==> src/rtl/core_data_arbiter_if.sv <==
// core_data_arbiter_if: core-style data port (req/gnt/rvalid) bundle.
// master drives req/addr/we/be/wdata and receives gnt/rvalid/rdata;
// slave is the mirror image.
interface core_data_arbiter_if #(
    parameter int ADDR_WIDTH = 32
);
    logic                  req;
    logic                  gnt;
    logic                  rvalid;
    logic [ADDR_WIDTH-1:0] addr;
    logic                  we;
    logic [3:0]            be;
    logic [31:0]           wdata;
    logic [31:0]           rdata;

    modport master (output req, addr, we, be, wdata, input gnt, rvalid, rdata);
    modport slave  (input req, addr, we, be, wdata, output gnt, rvalid, rdata);
endinterface

==> src/rtl/core_data_arbiter.sv <==
// core_data_arbiter: round-robin share of one core data port between m0 (LSU) and m1 (debug/DMA).
// Ports: clk_i/rst_ni (async active-low reset); m0, m1 requester ports (slave);
// data downstream port (master) towards the AXI-lite bridge; err_o sticky spurious-response flag.
module core_data_arbiter #(
    parameter int ADDR_WIDTH      = 32,
    parameter int MAX_OUTSTANDING = 2
) (
    input  logic                 clk_i,
    input  logic                 rst_ni,
    core_data_arbiter_if.slave   m0,
    core_data_arbiter_if.slave   m1,
    core_data_arbiter_if.master  data,
    output logic                 err_o
);
    localparam int PW = MAX_OUTSTANDING > 1 ? $clog2(MAX_OUTSTANDING) : 1;
    localparam int CW = $clog2(MAX_OUTSTANDING + 1);

    typedef enum logic {IDLE, LOCKED} state_t;

    state_t                     state_q, state_d;
    logic                       rr_ptr_q, lock_id_q;
    logic                       sel, sel_req, full, pop, hs, head, req;
    logic [ADDR_WIDTH-1:0]      sel_addr;
    logic [MAX_OUTSTANDING-1:0] owner_q;
    logic [PW-1:0]              wr_ptr_q, rd_ptr_q;
    logic [CW-1:0]              count_q;

    function automatic logic [PW-1:0] wrap_inc(input logic [PW-1:0] p);
        return p == PW'(MAX_OUTSTANDING - 1) ? '0 : p + PW'(1);
    endfunction

    always_ff @(posedge clk_i or negedge rst_ni)
        if (!rst_ni) state_q <= IDLE;
        else         state_q <= state_d;

    // Selection is frozen while a request waits for grant; a full FIFO only
    // lets a request through when a response frees a slot in the same cycle.
    always_comb begin
        sel     = state_q == LOCKED ? lock_id_q : (m0.req & m1.req) ? rr_ptr_q : m1.req;
        sel_req = sel ? m1.req : m0.req;
        full    = count_q == CW'(MAX_OUTSTANDING);
        pop     = data.rvalid & (count_q != '0);
        req     = rst_ni & sel_req & (~full | pop);
        hs      = req & data.gnt;
        state_d = state_q == IDLE ? (req & ~data.gnt ? LOCKED : IDLE)
                                  : (data.gnt ? IDLE : LOCKED);
    end

    assign sel_addr    = sel ? m1.addr : m0.addr;
    assign head        = owner_q[rd_ptr_q];
    assign data.req    = req;
    assign data.addr   = sel_addr;
    assign data.we     = sel ? m1.we : m0.we;
    assign data.be     = sel ? m1.be : m0.be;
    assign data.wdata  = sel ? m1.wdata : m0.wdata;
    assign m0.gnt      = hs & ~sel;
    assign m1.gnt      = hs & sel;
    assign m0.rvalid   = pop & ~head;
    assign m1.rvalid   = pop & head;
    assign m0.rdata    = data.rdata;
    assign m1.rdata    = data.rdata;

    always_ff @(posedge clk_i or negedge rst_ni)
        if (!rst_ni) begin
            rr_ptr_q  <= 1'b0;
            lock_id_q <= 1'b0;
            owner_q   <= '0;
            wr_ptr_q  <= '0;
            rd_ptr_q  <= '0;
            count_q   <= '0;
            err_o     <= 1'b0;
        end else begin
            if (state_q == IDLE) lock_id_q <= sel;
            if (hs) begin
                owner_q[wr_ptr_q] <= sel;
                wr_ptr_q          <= wrap_inc(wr_ptr_q);
                rr_ptr_q          <= ~sel;
            end
            if (pop) rd_ptr_q <= wrap_inc(rd_ptr_q);
            count_q <= count_q + CW'(hs) - CW'(pop);
            if (data.rvalid & ~pop) err_o <= 1'b1;
        end
endmodule

==> src/flat_wrapper.sv <==
// flat-port wrapper written by rule: the top's interface ports become plain ports
module core_data_arbiter_flat 
#(
    parameter int ADDR_WIDTH      = 32,
    parameter int MAX_OUTSTANDING = 2
)
  (clk_i, rst_ni, err_o, m0_req, m0_addr, m0_we, m0_be, m0_wdata, m0_gnt, m0_rvalid, m0_rdata, m1_req, m1_addr, m1_we, m1_be, m1_wdata, m1_gnt, m1_rvalid, m1_rdata, data_req, data_addr, data_we, data_be, data_wdata, data_gnt, data_rvalid, data_rdata);
  core_data_arbiter_if #(.ADDR_WIDTH(ADDR_WIDTH)) m0_i ();
  core_data_arbiter_if #(.ADDR_WIDTH(ADDR_WIDTH)) m1_i ();
  core_data_arbiter_if #(.ADDR_WIDTH(ADDR_WIDTH)) data_i ();
  input  logic clk_i;
  input  logic rst_ni;
  output logic err_o;
  input wire logic [$bits(m0_i.req)-1:0] m0_req;
  input wire logic [$bits(m0_i.addr)-1:0] m0_addr;
  input wire logic [$bits(m0_i.we)-1:0] m0_we;
  input wire logic [$bits(m0_i.be)-1:0] m0_be;
  input wire logic [$bits(m0_i.wdata)-1:0] m0_wdata;
  output wire logic [$bits(m0_i.gnt)-1:0] m0_gnt;
  output wire logic [$bits(m0_i.rvalid)-1:0] m0_rvalid;
  output wire logic [$bits(m0_i.rdata)-1:0] m0_rdata;
  input wire logic [$bits(m1_i.req)-1:0] m1_req;
  input wire logic [$bits(m1_i.addr)-1:0] m1_addr;
  input wire logic [$bits(m1_i.we)-1:0] m1_we;
  input wire logic [$bits(m1_i.be)-1:0] m1_be;
  input wire logic [$bits(m1_i.wdata)-1:0] m1_wdata;
  output wire logic [$bits(m1_i.gnt)-1:0] m1_gnt;
  output wire logic [$bits(m1_i.rvalid)-1:0] m1_rvalid;
  output wire logic [$bits(m1_i.rdata)-1:0] m1_rdata;
  output wire logic [$bits(data_i.req)-1:0] data_req;
  output wire logic [$bits(data_i.addr)-1:0] data_addr;
  output wire logic [$bits(data_i.we)-1:0] data_we;
  output wire logic [$bits(data_i.be)-1:0] data_be;
  output wire logic [$bits(data_i.wdata)-1:0] data_wdata;
  input wire logic [$bits(data_i.gnt)-1:0] data_gnt;
  input wire logic [$bits(data_i.rvalid)-1:0] data_rvalid;
  input wire logic [$bits(data_i.rdata)-1:0] data_rdata;
  assign m0_i.req = m0_req;
  assign m0_i.addr = m0_addr;
  assign m0_i.we = m0_we;
  assign m0_i.be = m0_be;
  assign m0_i.wdata = m0_wdata;
  assign m0_gnt = m0_i.gnt;
  assign m0_rvalid = m0_i.rvalid;
  assign m0_rdata = m0_i.rdata;
  assign m1_i.req = m1_req;
  assign m1_i.addr = m1_addr;
  assign m1_i.we = m1_we;
  assign m1_i.be = m1_be;
  assign m1_i.wdata = m1_wdata;
  assign m1_gnt = m1_i.gnt;
  assign m1_rvalid = m1_i.rvalid;
  assign m1_rdata = m1_i.rdata;
  assign data_req = data_i.req;
  assign data_addr = data_i.addr;
  assign data_we = data_i.we;
  assign data_be = data_i.be;
  assign data_wdata = data_i.wdata;
  assign data_i.gnt = data_gnt;
  assign data_i.rvalid = data_rvalid;
  assign data_i.rdata = data_rdata;
  core_data_arbiter #(.ADDR_WIDTH(ADDR_WIDTH), .MAX_OUTSTANDING(MAX_OUTSTANDING)) u_core (.clk_i(clk_i), .rst_ni(rst_ni), .m0(m0_i), .m1(m1_i), .data(data_i), .err_o(err_o));
endmodule
==> config.mk <==
export PLATFORM = sky130hd
export DESIGN_NAME = core_data_arbiter_flat
export DESIGN_NICKNAME = d
export VERILOG_FILES = /design/src/rtl/core_data_arbiter_if.sv /design/src/rtl/core_data_arbiter.sv /design/src/flat_wrapper.sv
export SDC_FILE = /design/constraint.sdc
export NUM_CORES = 1
export LEC_CHECK = 0
export ABC_AREA = 1
export BUFFER_PORTS_ARGS = -buffer_cell sky130_fd_sc_hd__buf_2
export CORE_AREA = 2 2 123 125
export DETAILED_ROUTE_END_ITERATION = 10
export DIE_AREA = 0 0 125 127
export PLACE_DENSITY = 0.43
export SETUP_SLACK_MARGIN = 0.02
export SYNTH_ARGS = -nofsm -noshare
export SYNTH_HDL_FRONTEND = slang
export SYNTH_SLANG_ARGS = --single-unit
==> constraint.sdc <==
create_clock -name clk_i -period 2.02 [get_ports clk_i]
set_clock_uncertainty 0.1 [all_clocks]
set_input_delay 0.202 -clock clk_i [delete_from_list [all_inputs] [get_ports clk_i]]
set_output_delay 0.202 -clock clk_i [all_outputs]
set_load 0.02 [all_outputs]
==> impl_metrics.toml, run 1 <==
[timing]
whs_ps = 69.97
worstMarginPinSlew_ps = 283.8
post-route-period-util = 0.9466
hold_viol = 0
fin_tns_setup_ps = 0
maxSlewViolCount = 0
period_needed_ps = 1912
setup_viol = 0
max_freq_mhz = 523.0
grt_setup_unrepaired = "false"
slew_headroom = 0.8088

[routing]
postRouteAntennaNets = 0
viasPerCell = 3.625
via_count = 2476
routed_wl_um = 7196
first_iter_violations = 61
dr.pass1.iters = 4
routedWlPerCell_um = 10.54
drc = 0

[synth]
yosys.area_share.adder = 0.01312
ys_types = 22
yosys_warnings = 0
synthMuxAreaShare = 0
synth_cells = 349
synth_top_family_by_area = "simple AND/OR/NAND/NOR gates"
synthFlopType = "dfrtp_1"
synthesis.area_um2 = 1907
synth_compound_area_frac = 0.01181
syn_avg_cell_area_um2 = 5.464
syn_nets = 527
synth-xor-area-share = 0.01378
synth_edf_count = 0
synth-simple-area-share = 0.4895
yosysTopAreaCell = "nand2_1"
yosysSeqAreaShare = 0.1312
yosys.area.top_type_share = 0.4291
yosysMostFrequentCell = "nand2_1"
synth_common_cells = "nand2_1 (218), buf_4 (64), inv_1 (12)"
synthArstFlopShare = 1.000
postSynthRegisterBits = 10
synth_area_leaders = "nand2_1 (43%), buf_4 (25%), dfrtp_1 (13%), buf_6 (4.1%), inv_1 (2.4%)"

[power_and_ir_drop]
total_power_w = 0.002417
peakVddDrop_v = 0.0002405
p_leak_nw = 1.868
power_per_cell_area_nw_per_um2 = 859.0

[final_layout]
drive_gt1_frac = 0.4729
area_growth_pct = 47.57
antenna_cells = 0
nets = 679

[critical_path]
arrival_ps = 1930
cp-end-kind = "register"
crit_fanout = 5
worstSetupStartpointType = "input port"
worst_ep_required_time_ps = 2040
path_class = "input port to register"

[grt]
grt_usage = 0.08102
grt_pass1_wl_um = 10760
grt_overflow = 0
grt_antenna_before_repair = 0
grt_pass1_vias = 2245
grt_max_degree = 39

[worst_hold_path]
hold_path.class = "input port to register"

[placed_design]
place.detailed.hpwl_um = 5963
gp_congestion = 0.6912
portBuffers = 218

[floorplan]
initial_core_util = 0.1322
core_area_um2 = 14420
rows = 44
ioPinCount = 315
die_h_um = 127
die-area_um2 = 15880
die_x_um = 125

[clock_network]
post_cts_resized = 0
htreeDepth = 1
cts_max_path_buffers = 2
cts_tree = "done"
clkSlewWorstSetupHoldPaths_ps = 40
numCtsBuffers = 3
cts.sinks = 10
clkLatencyLatePin_ps = 230
root_buffer = "clkbuf_16"

[job]
max_cap_viol_count = 0

[run_status]
outcome = "finished clean"
## sequential cells by signal, indices dropped and copies added, names as in the netlist
signal            flops
u_core.wr_ptr_q       1
u_core.rd_ptr_q       1
u_core.err_o          1
u_core.state_q        1
u_core.count_q        2
u_core.rr_ptr_q       1
u_core.lock_id_q      1
u_core.owner_q        2
## worst paths after layout
| kind | startpoint | to | slack, ps | cells past startpoint |
|---|---|---|---|---|
| worst min register to register | u_core.err_o$_DFFE_PN0P_ | u_core.err_o$_DFFE_PN0P_ | 350 | 1 |
| worst min-delay path | data_gnt | u_core.state_q$_DFF_PN0_ | 70 | 2 |
| worst max register to register | u_core.state_q$_DFF_PN0_ | u_core.count_q[1]$_DFF_PN0_ | 190 | 10 |
| min in group asynchronous | rst_ni | u_core.err_o$_DFFE_PN0P_ | 340 | 3 |
| worst max-delay path | rst_ni | u_core.count_q[1]$_DFF_PN0_ | 110 | 11 |
| max in group asynchronous | rst_ni | u_core.rr_ptr_q$_DFFE_PN0N_ | 1340 | 3 |
## cell families (layout without fill, tap and decap cells)
group | count (synthesis) | count (layout)
compound gates | 4 | 4
xor+xnor | 3 | 3
fa+ha+maj | 2 | 2
buf+inv | 92 | 242
flops | 10 | 10
simple gates | 238 | 238
## area by class of cell
type | count | area (um2)
fillers | 1714 | 11610
repair buffers | 225 | 1196
multi-input cells | 247 | 1007
flip-flops and latches | 10 | 250.2
well taps | 184 | 230.2
clock buffers | 3 | 75.07
inverters | 14 | 55.05
## metrics by stage
stage | area (um2) | instances | utilization | setup slack [ps]
after floorplan | 1907 | 349 | - | 316.3
after detailed placement | 2729 | 679 | 0.1892 | 218.7
final | 2814 | 683 | 0.1951 | 107.9
after global routing | 2814 | 683 | 0.1951 | 23.34
after global placement | 2729 | 679 | 0.1892 | 241.0
after CTS | 2814 | 683 | 0.1951 | 116.5
## layout by cell type, fill, tap and decap left out, drive strengths merged
cell type and count:
clkbuf 3, xnor2 2, inv 14, ha 2
nand2 221, nor2 10, nand3 4, nand4 2
dlygate4sd3 1, or2 1, buf 224, a21o 1
xor2 1, o21ai 3, dfrtp 10
## routing by layer
layer | GRT usage | vias to the layer above | wire length (um)
met1 | 0.09045 | 1002 | 2648
met4 | 0.01961 | 0 | 124
met2 | 0.1445 | 178 | 3426
met5 | 0 | - | 0
met3 | 0.03266 | 20 | 996
li1 | - | 1276 | -
## worst max-delay path: stages
cell and delay (ps):
dlygate4sd3_1 520, buf_2 110, nand2_1 60, nor2_2 140, nand2_2 90, nor2_4 140, inv_2 60, ha_1 270
inv_1 40, ha_1 170, xnor2_1 120
## report_power, final
group / leakage [nW] / internal (W) / switching [W]
Sequential: 0.119 / 0.000281 / 0.0000549
Clock: 0.0370 / 0.000256 / 0.0000876
Combinational: 1.71 / 0.000633 / 0.00111
Total: 1.87 / 0.00117 / 0.00125
## repair_timing
item	4_1_cts	5_1_grt
hold buffers	1	0
buffers inserted	0	0
endpoints found under the hold margin	10	0
(Power assumes the default switching activity.)
==> run 2: changes to the inputs <==
Settings changed: RECOVER_POWER set to 50.
==> impl_metrics.toml, run 2 (same netlist as run 1, synthesis figures left out) <==
[job]
max_cap_viol_count = 0

[critical_path]
cp-end-kind = "register"
arrival_ps = 1930
worstSetupStartpointType = "input port"
path_class = "input port to register"
worst_ep_required_time_ps = 2040
crit_fanout = 5

[final_layout]
post-route-util = 0.1945
mostFrequentLayoutCells = "nand2_1 (218), buf_2 (217), inv_1 (12)"
nets = 679
largestRegisters = "u_core.count_q (2), u_core.owner_q (2)"
antenna_cells = 0
area_growth_pct = 47.11
final_common_cell = "nand2_1"
drive_gt1_frac = 0.4669

[timing]
maxSlewViolCount = 0
whs_ps = 71.42
setup_viol = 0
slew_headroom = 0.6207
post-route-period-util = 0.9457
hold_viol = 0
worstMarginPinSlew_ps = 568.9
fin_tns_setup_ps = 0
grt_setup_unrepaired = "false"
period_needed_ps = 1910
max_freq_mhz = 523.5

[clock_network]
cts.sinks = 10
clkSlewWorstSetupHoldPaths_ps = 40
cts_tree = "done"
root_buffer = "clkbuf_16"
clkLatencyLatePin_ps = 230
numCtsBuffers = 3
cts_setup_buffers = 0
cts_max_path_buffers = 2
htreeDepth = 1

[grt]
grt_antenna_before_repair = 0
grt_max_degree = 39
grt_pass1_wl_um = 10760
grt_overflow = 0
grt_usage = 0.08102
grt_pass1_vias = 2245

[power_and_ir_drop]
p_int_w = 0.001164
power_per_cell_area_nw_per_um2 = 859.5
seq_power_share = 0.139
p_leak_nw = 1.860
combinationalPowerShare = 0.718
swShare = 0.5173
p_clk_frac = 0.143
switching_power_w = 0.001247
peakVddDrop_v = 0.0002404

[routing]
first_iter_violations = 61
drc = 0
routedWlPerCell_um = 10.54
dr.pass1.iters = 4
routed_wl_um = 7198
postRouteAntennaNets = 0
via_count = 2478
viasPerCell = 3.628

[floorplan]
initial_core_util = 0.1322
die_h_um = 127
ioPinCount = 315
rows = 44
die-area_um2 = 15880
die_x_um = 125
core_area_um2 = 14420

[placed_design]
gp_congestion = 0.6912
place.detailed.hpwl_um = 5963
portBuffers = 218

[run_status]
outcome = "finished clean"

[worst_hold_path]
hold_path.class = "input port to register"
==> run 2: area by class of cell <==
type	count	area, um2
clock buffers	3	75.07
well taps	184	230.2
inverters	14	55.05
flip-flops and latches	10	250.2
repair buffers	225	1187
multi-input cells	247	1007
fillers	1714	11620
==> run 2: stage by stage <==
stage / power, W / std cells / area [um2] / setup slack (ps)
final: 0.002411 / 683 / 2805 / 109.6
after global placement: 0.002121 / 679 / 2729 / 241.0
after floorplan: 0.001659 / 349 / 1907 / 316.3
after global routing: 0.002647 / 683 / 2805 / 25.60
after detailed placement: 0.002109 / 679 / 2729 / 218.7
after CTS: 0.002468 / 683 / 2814 / 116.5
==> run 2: power by group through the flow <==
stage	Clock (W)	Combinational (W)	Sequential, W
finish	0.000344	0.00173	0.000335
global route	0.000363	0.00193	0.000349
CTS	0.000352	0.00178	0.000336
detailed placement	0	0.00177	0.000339
global placement	0	0.00178	0.000340
floorplan	0	0.00134	0.000323
==> run 2: worst paths after layout <==
check / startpoint / end / slack, ps / cells after the start
max reg2reg: u_core.state_q$_DFF_PN0_ / u_core.count_q[1]$_DFF_PN0_ / 190 / 10
min: data_gnt / u_core.state_q$_DFF_PN0_ / 70 / 2
min in group asynchronous: rst_ni / u_core.err_o$_DFFE_PN0P_ / 480 / 3
max in group asynchronous: rst_ni / u_core.rr_ptr_q$_DFFE_PN0N_ / 960 / 3
max: rst_ni / u_core.count_q[1]$_DFF_PN0_ / 110 / 11
min reg2reg: u_core.err_o$_DFFE_PN0P_ / u_core.err_o$_DFFE_PN0P_ / 350 / 1
==> run 2: metal layers <==
metal	routed length [um]	global-route usage	share of wire	vias to the layer above
met5	0	0	0	-
met4	124	0.01961	0.017	0
met3	996	0.03266	0.14	20
met2	3430	0.1445	0.48	178
met1	2647	0.09045	0.37	1003
li1	-	-	-	1277
==> run 2: what timing repair did <==
action                    in CTS  in global routing
hold buffers                   1                  0
hold endpoints to repair      10                  0
gates resized for setup        0                  0
==> run 2: critical path: stages <==
cell and delay [ps]:
dlygate4sd3_1 520, buf_2 110, nand2_1 60, nor2_2 140
nand2_2 90, nor2_4 140, inv_2 60, ha_1 270
inv_1 40, ha_1 170, xnor2_1 120
==> run 3: changes to the inputs <==
==> constraint.sdc (replaced) <==
create_clock -name clk_i -period 2.02 [get_ports clk_i]
set_clock_uncertainty 0.1 [all_clocks]
set_input_delay 0.101 -clock clk_i [delete_from_list [all_inputs] [get_ports clk_i]]
set_output_delay 0.101 -clock clk_i [all_outputs]
set_load 0.02 [all_outputs]
==> impl_metrics.toml, run 3 (same netlist as run 1, synthesis figures left out) <==
[timing]
worstMarginPinSlew_ps = 562.9
maxSlewViolCount = 0
hold_viol = 0
fin_tns_setup_ps = 0
post-route-period-util = 0.9068
max_freq_mhz = 545.9
slew_headroom = 0.6247
period_needed_ps = 1832
setup_viol = 0
grt_setup_unrepaired = "false"

[critical_path]
cpMostUsedCell = "nand2_1"
path_class = "register to primary output"
r2r_start = "u_core.state_q$_DFF_PN0_"
worst_ep_required_time_ps = 1820
cp-end-kind = "primary output"
crit_fanout = 27
arrival_ps = 1630
critPathMaxStageDelay_ps = 400
crit_chain = "nor2_1, nand2_2, nand2_4, buf_4, nand2_1, nand2_1, buf_2"
worstSetupStartpointType = "register"
startpoint = "u_core.state_q$_DFF_PN0_"
cp_slowest_cell = "dfrtp_1"

[power_and_ir_drop]
peakVddDrop_v = 0.0002861
power_per_cell_area_nw_per_um2 = 851.5
p_leak_nw = 1.855

[floorplan]
initial_core_util = 0.1322
core_area_um2 = 14420
die_x_um = 125
die-area_um2 = 15880
die_h_um = 127
ioPinCount = 315
rows = 44

[routing]
routed_wl_um = 7127
routedWlPerCell_um = 10.40
viasPerCell = 3.572
drc = 0
via_count = 2447
postRouteAntennaNets = 0
first_iter_violations = 75
dr.pass1.iters = 4

[placed_design]
portBuffers = 218
place.detailed.hpwl_um = 5923
gp_congestion = 0.7186

[final_layout]
nets = 681
antenna_cells = 0
largestRegisters = "u_core.count_q (2), u_core.owner_q (2)"
final_common_cell = "nand2_1"
nFillCells = 1694
post-route-util = 0.1933
mostFrequentLayoutCells = "nand2_1 (218), buf_2 (216), inv_1 (12)"
area_growth_pct = 46.19
drive_gt1_frac = 0.4651

[clock_network]
root_buffer = "clkbuf_16"
clkSlewWorstSetupHoldPaths_ps = 40
clkLatencyLatePin_ps = 240
htreeDepth = 1
numCtsBuffers = 3
cts_max_path_buffers = 2
cts_tree = "done"
cts.sinks = 10

[grt]
grt_pass1_vias = 2219
grt_pass1_wl_um = 10490
grt_usage = 0.07882
grt_max_degree = 41
grt_overflow = 0
grt_antenna_before_repair = 1

[worst_hold_path]
hp-start = "data_rvalid"
hold_path.class = "input port to register"

[run_status]
outcome = "finished clean"

[job]
max_cap_viol_count = 0
-- run 3: cell types whose count changed in the layout (fill, tap and decap cells not counted), sizes merged --
cell and change:
clkbuf +1, dlygate4sd3 +1
-- run 3: report_power, final --
part           total [W]  internal (W)  switching (W)
combinational    0.00169      0.000599        0.00109
clock           0.000350      0.000257      0.0000926
sequential      0.000334      0.000280      0.0000539
-- run 3: path summary, 6_finish.rpt --
check | to | slack (ps) | cells past startpoint
max | data_addr[29] | 190 | 7
min | u_core.err_o$_DFFE_PN0P_ | 7 | 2
max reg2reg | u_core.count_q[1]$_DFF_PN0_ | 200 | 10
min reg2reg | u_core.err_o$_DFFE_PN0P_ | 350 | 1
max in group asynchronous | u_core.owner_q[0]$_DFFE_PN0P_ | 1050 | 3
min in group asynchronous | u_core.owner_q[1]$_DFFE_PN0P_ | 400 | 3
-- run 3: per-layer routing --
metal  share of wire  global-route usage
met5          0.0022                   0
met4           0.018             0.02353
met3            0.13             0.02973
met2            0.47              0.1371
met1            0.38             0.09026
-- run 3: worst max-delay path, delay by kind of cell, from the launching register on --
family	cells	cell delay, ps
simple gates	5	540
buf+inv	2	450
flops	1	400
-- run 3: layout make-up --
type                       count  area [um2]  share of cell area
clock buffer                   3       75.07             0.02693
inverter                      14       55.05             0.01975
multi-input combinational    247        1007              0.3613
timing repair buffer         227        1170              0.4197
sequential                    10       250.2             0.08977
tap                          184       230.2             0.08259
-- run 3: through the flow --
step | cells | setup WS, ps | total power (W) | hold WS, ps | cell area, um2
after detailed placement | 680 | 223.9 | 0.002050 | -42.58 | 2699
after floorplan | 349 | 316.3 | 0.001659 | -294.6 | 1907
after global placement | 680 | 250.9 | 0.002075 | -36.73 | 2699
final | 685 | 188.3 | 0.002374 | 7.389 | 2788
after global routing | 685 | 64.45 | 0.002580 | 17.85 | 2788
after CTS | 685 | 150.4 | 0.002412 | 6.445 | 2794
-- run 3: what timing repair did --
action                                  in CTS  in global routing
buffers inserted                             0                  0
endpoints found under the setup margin       0                  1
resized for setup                            0                  1
hold endpoints to repair                    11                  0
hold buffers                                 2                  0
